### config.mk
export PLATFORM = sky130hd
export DESIGN_NAME = lc4_fetch_queue
export DESIGN_NICKNAME = d
export VERILOG_FILES = /design/src/rtl/lc4_fetch_queue.sv
export SDC_FILE = /design/constraint.sdc
export NUM_CORES = 1
export LEC_CHECK = 0
export BUFFER_PORTS_ARGS = -buffer_cell sky130_fd_sc_hd__buf_2
export CAP_MARGIN = 0
export CORE_ASPECT_RATIO = 1.1
export CORE_MARGIN = 1
export CORE_UTILIZATION = 33
export CTS_CLUSTER_SIZE = 10
export DETAILED_ROUTE_END_ITERATION = 8
export SLEW_MARGIN = 15
export SYNTH_ARGS = -nofsm -noshare
export SYNTH_HDL_FRONTEND = slang
export SYNTH_SLANG_ARGS = --single-unit
### constraint.sdc
create_clock -name clk -period 7.87 [get_ports clk]
set_input_delay 1.1805 -clock clk [delete_from_list [all_inputs] [get_ports clk]]
set_output_delay 1.1805 -clock clk [all_outputs]
set_load 0.03 [all_outputs]
### src/rtl/lc4_fetch_queue.sv
// LC4 instruction fetch queue: fetches one word per cycle into a circular buffer
// and presents the two oldest {pc, insn} entries to a dual-issue stage.
module lc4_fetch_queue #(
    parameter int          DEPTH    = 4,
    parameter logic [15:0] RESET_PC = 16'h8200
) (
    input  logic        clk,
    input  logic        rst,
    input  logic        gwe,
    output logic [15:0] o_imem_addr,
    output logic        o_imem_req,
    input  logic [15:0] i_imem_data,
    output logic        o_a_valid,
    output logic [15:0] o_a_pc,
    output logic [15:0] o_a_insn,
    output logic        o_b_valid,
    output logic [15:0] o_b_pc,
    output logic [15:0] o_b_insn,
    input  logic [1:0]  i_pop,
    input  logic        i_redirect,
    input  logic [15:0] i_redirect_pc,
    output logic [3:0]  o_count
);
    localparam int         AW      = (DEPTH > 1) ? $clog2(DEPTH) : 1;
    localparam logic [3:0] DEPTH_C = 4'(DEPTH);

    logic [15:0]   r_pc_mem   [DEPTH];
    logic [15:0]   r_insn_mem [DEPTH];
    logic [AW-1:0] r_head;
    logic [AW-1:0] r_tail;
    logic [3:0]    r_count;
    logic [15:0]   r_fetch_pc;

    logic          w_push;
    logic [1:0]    w_pop_req;
    logic [1:0]    w_pop_eff;
    logic [AW-1:0] w_b_idx;

    // Handshake: o_imem_req acts as a valid with no back-pressure; the memory must
    // return i_imem_data for o_imem_addr in the same cycle, and the word is taken
    // on any gwe edge where o_imem_req is high. i_pop is trusted up to count.
    assign o_imem_req  = (r_count < DEPTH_C) && !i_redirect;
    assign o_imem_addr = r_fetch_pc;
    assign w_push      = gwe && o_imem_req;

    assign w_pop_req = (i_pop == 2'd3) ? 2'd2 : i_pop;
    assign w_pop_eff = (r_count < {2'b00, w_pop_req}) ? r_count[1:0] : w_pop_req;
    assign w_b_idx   = r_head + AW'(1);

    assign o_count   = r_count;
    assign o_a_valid = (r_count != 4'd0);
    assign o_b_valid = (r_count >= 4'd2);
    assign o_a_pc    = o_a_valid ? r_pc_mem[r_head]    : 16'h0000;
    assign o_a_insn  = o_a_valid ? r_insn_mem[r_head]  : 16'h0000;
    assign o_b_pc    = o_b_valid ? r_pc_mem[w_b_idx]   : 16'h0000;
    assign o_b_insn  = o_b_valid ? r_insn_mem[w_b_idx] : 16'h0000;

    always_ff @(posedge clk or negedge rst) begin
        if (!rst) begin
            r_fetch_pc <= RESET_PC;
            r_head     <= '0;
            r_tail     <= '0;
            r_count    <= 4'd0;
            for (int i = 0; i < DEPTH; i++) begin
                r_pc_mem[i]   <= 16'h0000;
                r_insn_mem[i] <= 16'h0000;
            end
        end else if (gwe) begin
            if (i_redirect) begin
                r_fetch_pc <= i_redirect_pc;
                r_head     <= '0;
                r_tail     <= '0;
                r_count    <= 4'd0;
            end else begin
                if (w_push) begin
                    r_pc_mem[r_tail]   <= r_fetch_pc;
                    r_insn_mem[r_tail] <= i_imem_data;
                    r_tail             <= r_tail + AW'(1);
                    r_fetch_pc         <= r_fetch_pc + 16'd1;
                end
                // Push eligibility came from the start-of-cycle count, so a full
                // queue that drains this cycle still skips the push.
                r_head  <= r_head + AW'(w_pop_eff);
                r_count <= r_count + {3'b000, w_push} - {2'b00, w_pop_eff};
            end
        end
    end
endmodule

# Word-level counts from Yosys, hierarchy flattened

Cells that the tools add are included.

Input bits: 38
Register bits after elaboration: 152

Mux-type cells: 28
Eq/ne operators: 1
Reduce and logical (&&, ||, !) cells: 8
Bitwise logic cells: 4
Magnitude comparators: 7
Add/subtract/negate cells: 6

Operator list:

| operator              | count |
|---|---|
| $mux 16               | 15 |
| $bmux 16 s2           | 4 |
| $bwmux 64             | 2 |
| $demux 16 s2          | 1 |
| $add 16x1->16 const B | 1 |
| $mux 2                | 5 |
| $ge 3x3->1 const B    | 3 |
| $not 2->3             | 3 |
| $add 2x1->2 const B   | 2 |
| $add 4x1->4           | 1 |
| $ge 4x2->1 const B    | 1 |
| $lt 4x2->1            | 1 |
| $lt 4x3->1 const B    | 1 |
| $mux 4                | 1 |
| $reduce_bool 4->1     | 1 |
| $sub 4x2->4           | 1 |
| $logic_and 1x1->1     | 3 |
| $lt 3x1->1 const B    | 1 |
| $reduce_and 3->1      | 1 |
| $add 2x2->2           | 1 |
| $eq 2x2->1 const B    | 1 |
| $reduce_and 2->1      | 1 |
| $reduce_bool 2->1     | 1 |
| $logic_not 1->1       | 1 |
| $not 1->1             | 1 |

# Logic depth before layout (Yosys ltp)

Depth after elaboration: 6
Depth in mapped cells: 15
Mapped depth without buffers: 13

# Least setup slack after synthesis

Ideal clock, no wire load.

Path kind: reg-to-output
From: register r_count[2], in the netlist o_count[2]
To: output port o_b_insn[10]
Buffers on the path: 2
Data required time: 6.689 ns
Setup slack: 4.683 ns
Arrival time: 2.006 ns
Stages on the path, launching flop included: 7
Cells stage by stage: dfrtp_1 -> inv_1 -> ha_1 -> nand2b_1 -> clkbuf_1 -> clkbuf_1 -> and2_1

Cells in the longest elaborated chain, start to end: 2

Ends and longest elaborated chain:

| what                     | RTL line | source |
|---|---|---|
| start: declaration       | 31       | `logic [3:0] r_count;` |
| start signal: assignment | 84       | `r_count <= r_count + {3'b000, w_push} - {2'b00, w_pop_eff};` |
| $ge 4x2->1               | 52       | `assign o_b_valid = (r_count >= 4'd2);` |
| via o_b_valid            | 16       | `output logic o_b_valid,` |
| $mux 16                  | 56       | `assign o_b_insn = o_b_valid ? r_insn_mem[w_b_idx] : 16'h0000;` |
| end: declaration         | 18       | `output logic [15:0] o_b_insn,` |

The timed path passes the listed nets, and every way through them passes these cells.

# Final worst setup path

From: register r_count[2], in the netlist o_count[2]
To: output port o_a_pc[2]

Cells in the longest elaborated chain, start to end: 2

Ends and longest elaborated chain:

| what              | RTL line | source |
|---|---|---|
| $reduce_bool 4->1 | 51       | `assign o_a_valid = (r_count != 4'd0);` |
| $mux 16           | 53       | `assign o_a_pc = o_a_valid ? r_pc_mem[r_head] : 16'h0000;` |
| end: declaration  | 14       | `output logic [15:0] o_a_pc,` |

No other way between the ends.

==> reports/metrics.csv <==
stage,metric,value,unit
outcome,status,"complete, no violations",
sta,fin_skew,0.0138,ns
route,drt_first_iter_violations,263,
global_route,grt_pass1_vias,5481,
pwr,powerDensity,459,nW/um2
cts,cts_root_buf,clkbuf_16,
sta,setup_tns,0,ns
cts,cts_setup_buffers,0,
floorplan,core-area,25200,um2
finish,syn2layout_area_growth,15.6,%
synth,yosysWarnings,0,
critical_path,endpoint_kind,primary output,
pwr,total_leakage_power,4.40,nW
pwr,peakVddDrop,0.170,mV
sta,slew_headroom,39.8,%
synth,synth_cell_types,50,
critical_path,reg2reg_from,o_count[2]$_DFFE_PN0P_,
critical_path,startpoint,o_count[2]$_DFFE_PN0P_,
synth,ys_async_sr_fraction,100,%
job,max_cap_viol_count,0,
critical_path,crit_type,register to primary output,
synth,synth_top_cell_by_area,dfrtp_1,
cts,clkSlewWorstSetupHoldPaths,0.07,ns
synth,synthTopCellsByArea,"dfrtp_1 44%, mux4_2 17%, mux2_1 16%",
sta,slew_violations,0,
sta,hold_viol,0,
synth,synth_edf_count,0,
finish,nFillCells,2460,
pwr,p_sw_share,42.1,%
pwr,switching_power,0.00189,W
cts,cts.sinks,152,
sta,timing.final.crit_period,4.47,ns
route,viasPerCell,5.29,
synth,synth-seq-area-share,45.0,%
synth,synth_top_family_by_area,multiplexers,
pwr,p_int,0.00260,W
synth,syn-num-nets,668,
cts,htree_levels,4,
synth,ys_seq_elements,152,
critical_path,arrival,3.29,ns
route,routed_wl,19700,um
sta,max_freq,223,MHz
pwr,power.share.clock,18.2,%
cts,cts_tree,built,
min_path,hold_path.startpoint,r_insn_mem[30]$_DFFE_PN0P_,
placed_design,placed_area,9180,um2
cts,cts_resized,0,
critical_path,start_kind,register,
route,drt-wirelength-per-cell,19.0,um
route,ant_nets,0,
floorplan,die_h,170,um
global_route,grt_pass1_wl,31300,um
synth,synthCells,617,
placed_design,gp_congestion,0.734,
global_route,grt_max_degree,87,
route,vias,5489,
synth,synthMuxAreaShare,34.9,%
synth,synthFlopType,dfrtp_1,
critical_path,required,6.69,ns
placed_design,hpwl,12500,um
placed_design,port_buffers,124,
synth,yosys.area_share.simple,9.63,%
sta,holdWs,0.511,ns
synth,yosys.area_share.adder,2.01,%
cts,cts-buffers-inserted,17,
floorplan,die_w,155,um
global_route,grt_overflow,0,
floorplan,die_area,26300,um2
pwr,seq_power_share,31.7,%
global_route,track_usage,15.7,%
sta,final-setup-viol-count,0,
synth,synthXorXnorAreaFrac,0.207,%
route,drcViolationCount,0,
floorplan,start_util,33.6,%
sta,rsz0062_at_grt,no,
finish,drive_gt1_share,34.4,%
cts,clk-insertion-delay-late,0.42,ns
critical_path,crit_fanout,37,
pwr,combinationalPowerShare,50.1,%
synth,synth_area_per_cell,13.7,um2
finish,final_nets,761,
floorplan,io_pins,125,
finish,stdcell_area,9780,um2
sta,post-route-period-util,56.9,%
global_route,antenna_found_initial,1,
sta,tightest_slew,0.903,ns
synth,synth_compound_area_share,3.76,%
cts,cts.path.max_buffers,2,
route,dr.pass1.iters,5,
synth,netlist_area,8460,um2
floorplan,rows,61,
min_path,hold_path.class,register to register,
synth,synth.top_cell.area_share,44.4,%
cts,cts_hold_buf,0,
finish,final_core_util,38.8,%
finish,antenna_cells,0,
-- critical path, cell delays in order (launching register included) --
cell	delay [ns]
dfrtp_1	0.38
inv_1	0.10
ha_1	0.47
nand2b_2	0.61
nor2_4	0.89
nor2b_1	0.19
buf_2	0.23
-- metal layers --
layer,vias up,GRT usage [%],routed length (um)
met5,-,0,0
met4,0,4.00,146
met3,7,3.34,983
met2,163,25.6,9700
met1,2833,21.2,8870
li1,2486,-,-
-- cell usage after synthesis, types with 6 or more instances --
cell type,number
nor2_1,12
o21ai_0,7
inv_1,12
buf_2,13
nand2_1,17
nor4_1,6
a21oi_1,12
mux2_1,120
buf_6,15
ha_1,12
mux2_2,8
and2_1,32
o22ai_1,15
nor2b_1,35
dfrtp_1,150
nand3_1,6
clkbuf_1,20
mux2i_1,7
mux4_2,64
nand4_1,6
-- layout by cell type (no fill, tap or decap), drive strengths merged, types with 2 or more instances in the layout --
master and count:
mux4 64, dfrtp 150, a22o 2, nor2 13
dfstp 2, a311oi 2, clkbuf 19, clkinvlp 5
a31o 2, ha 12, mux2 128, o22ai 15
or2 2, a21oi 12, nand4 7, nand2 21
a21o 2, buf 127, xnor2 2, bufinv 2
and3 3, nand3 6, nor3 3, o21ai 7
nor2b 35, nand2b 3, nor4 6, mux2i 7
and2 33, inv 15, clkinv 3
-- logic make-up (layout without fill, tap and decap cells) --
logic type	after synthesis	in the layout
flip-flops	152	152
adder cells (fa/ha/maj)	13	13
XOR/XNOR	2	2
AO/OA/AOI/OAI	49	49
AND/OR/NAND/NOR	137	137
multiplexers	199	199
buffers and inverters	65	171
-- area by class of cell --
type | count | area (um2) | area share [%]
multi-input combinational | 400 | 4280 | 43.8
sequential | 152 | 3810 | 39.0
clock buffer | 19 | 453 | 4.63
tap | 315 | 394 | 4.03
timing repair buffer | 127 | 649 | 6.64
inverter | 12 | 45.0 | 0.461
clock inverter | 13 | 143 | 1.46
-- worst paths after layout --
path | end | slack [ns] | cells past startpoint
max in group asynchronous | r_pc_mem[14]$_DFFE_PN0P_ | 5.62 | 2
hold reg to reg | r_insn_mem[30]$_DFFE_PN0P_ | 0.51 | 1
setup reg to reg | o_count[2]$_DFFE_PN0P_ | 3.77 | 12
setup / recovery | o_a_pc[2] | 3.40 | 6
hold / removal | r_insn_mem[30]$_DFFE_PN0P_ | 0.51 | 1
min in group asynchronous | r_insn_mem[0]$_DFFE_PN0P_ | 0.83 | 1
-- power groups by stage --
stage | combinational, W | clock (W) | sequential (W)
after floorplan | 0.00179 | 0 | 0.00133
after global placement | 0.00226 | 0 | 0.00142
after detailed placement | 0.00228 | 0 | 0.00144
after CTS | 0.00229 | 0.000841 | 0.00142
after global routing | 0.00242 | 0.000873 | 0.00148
final | 0.00225 | 0.000818 | 0.00142
-- metrics by stage --
step           std cells  power (W)  worst slack, ns
6_report            1038    0.00449             3.40
5_1_grt             1038    0.00477             3.04
4_1_cts             1038    0.00455             3.24
3_5_place_dp        1006    0.00372             3.65
3_3_place_gp        1006    0.00368             3.76
2_1_floorplan        617    0.00312             4.68
-- registers in the layout, summed over array words and instances (netlist names) --
signal / flops
o_imem_addr: 16
o_count: 4
r_insn_mem: 64
r_pc_mem: 64
r_tail: 2
r_head: 2
(Power assumes the default switching activity.)
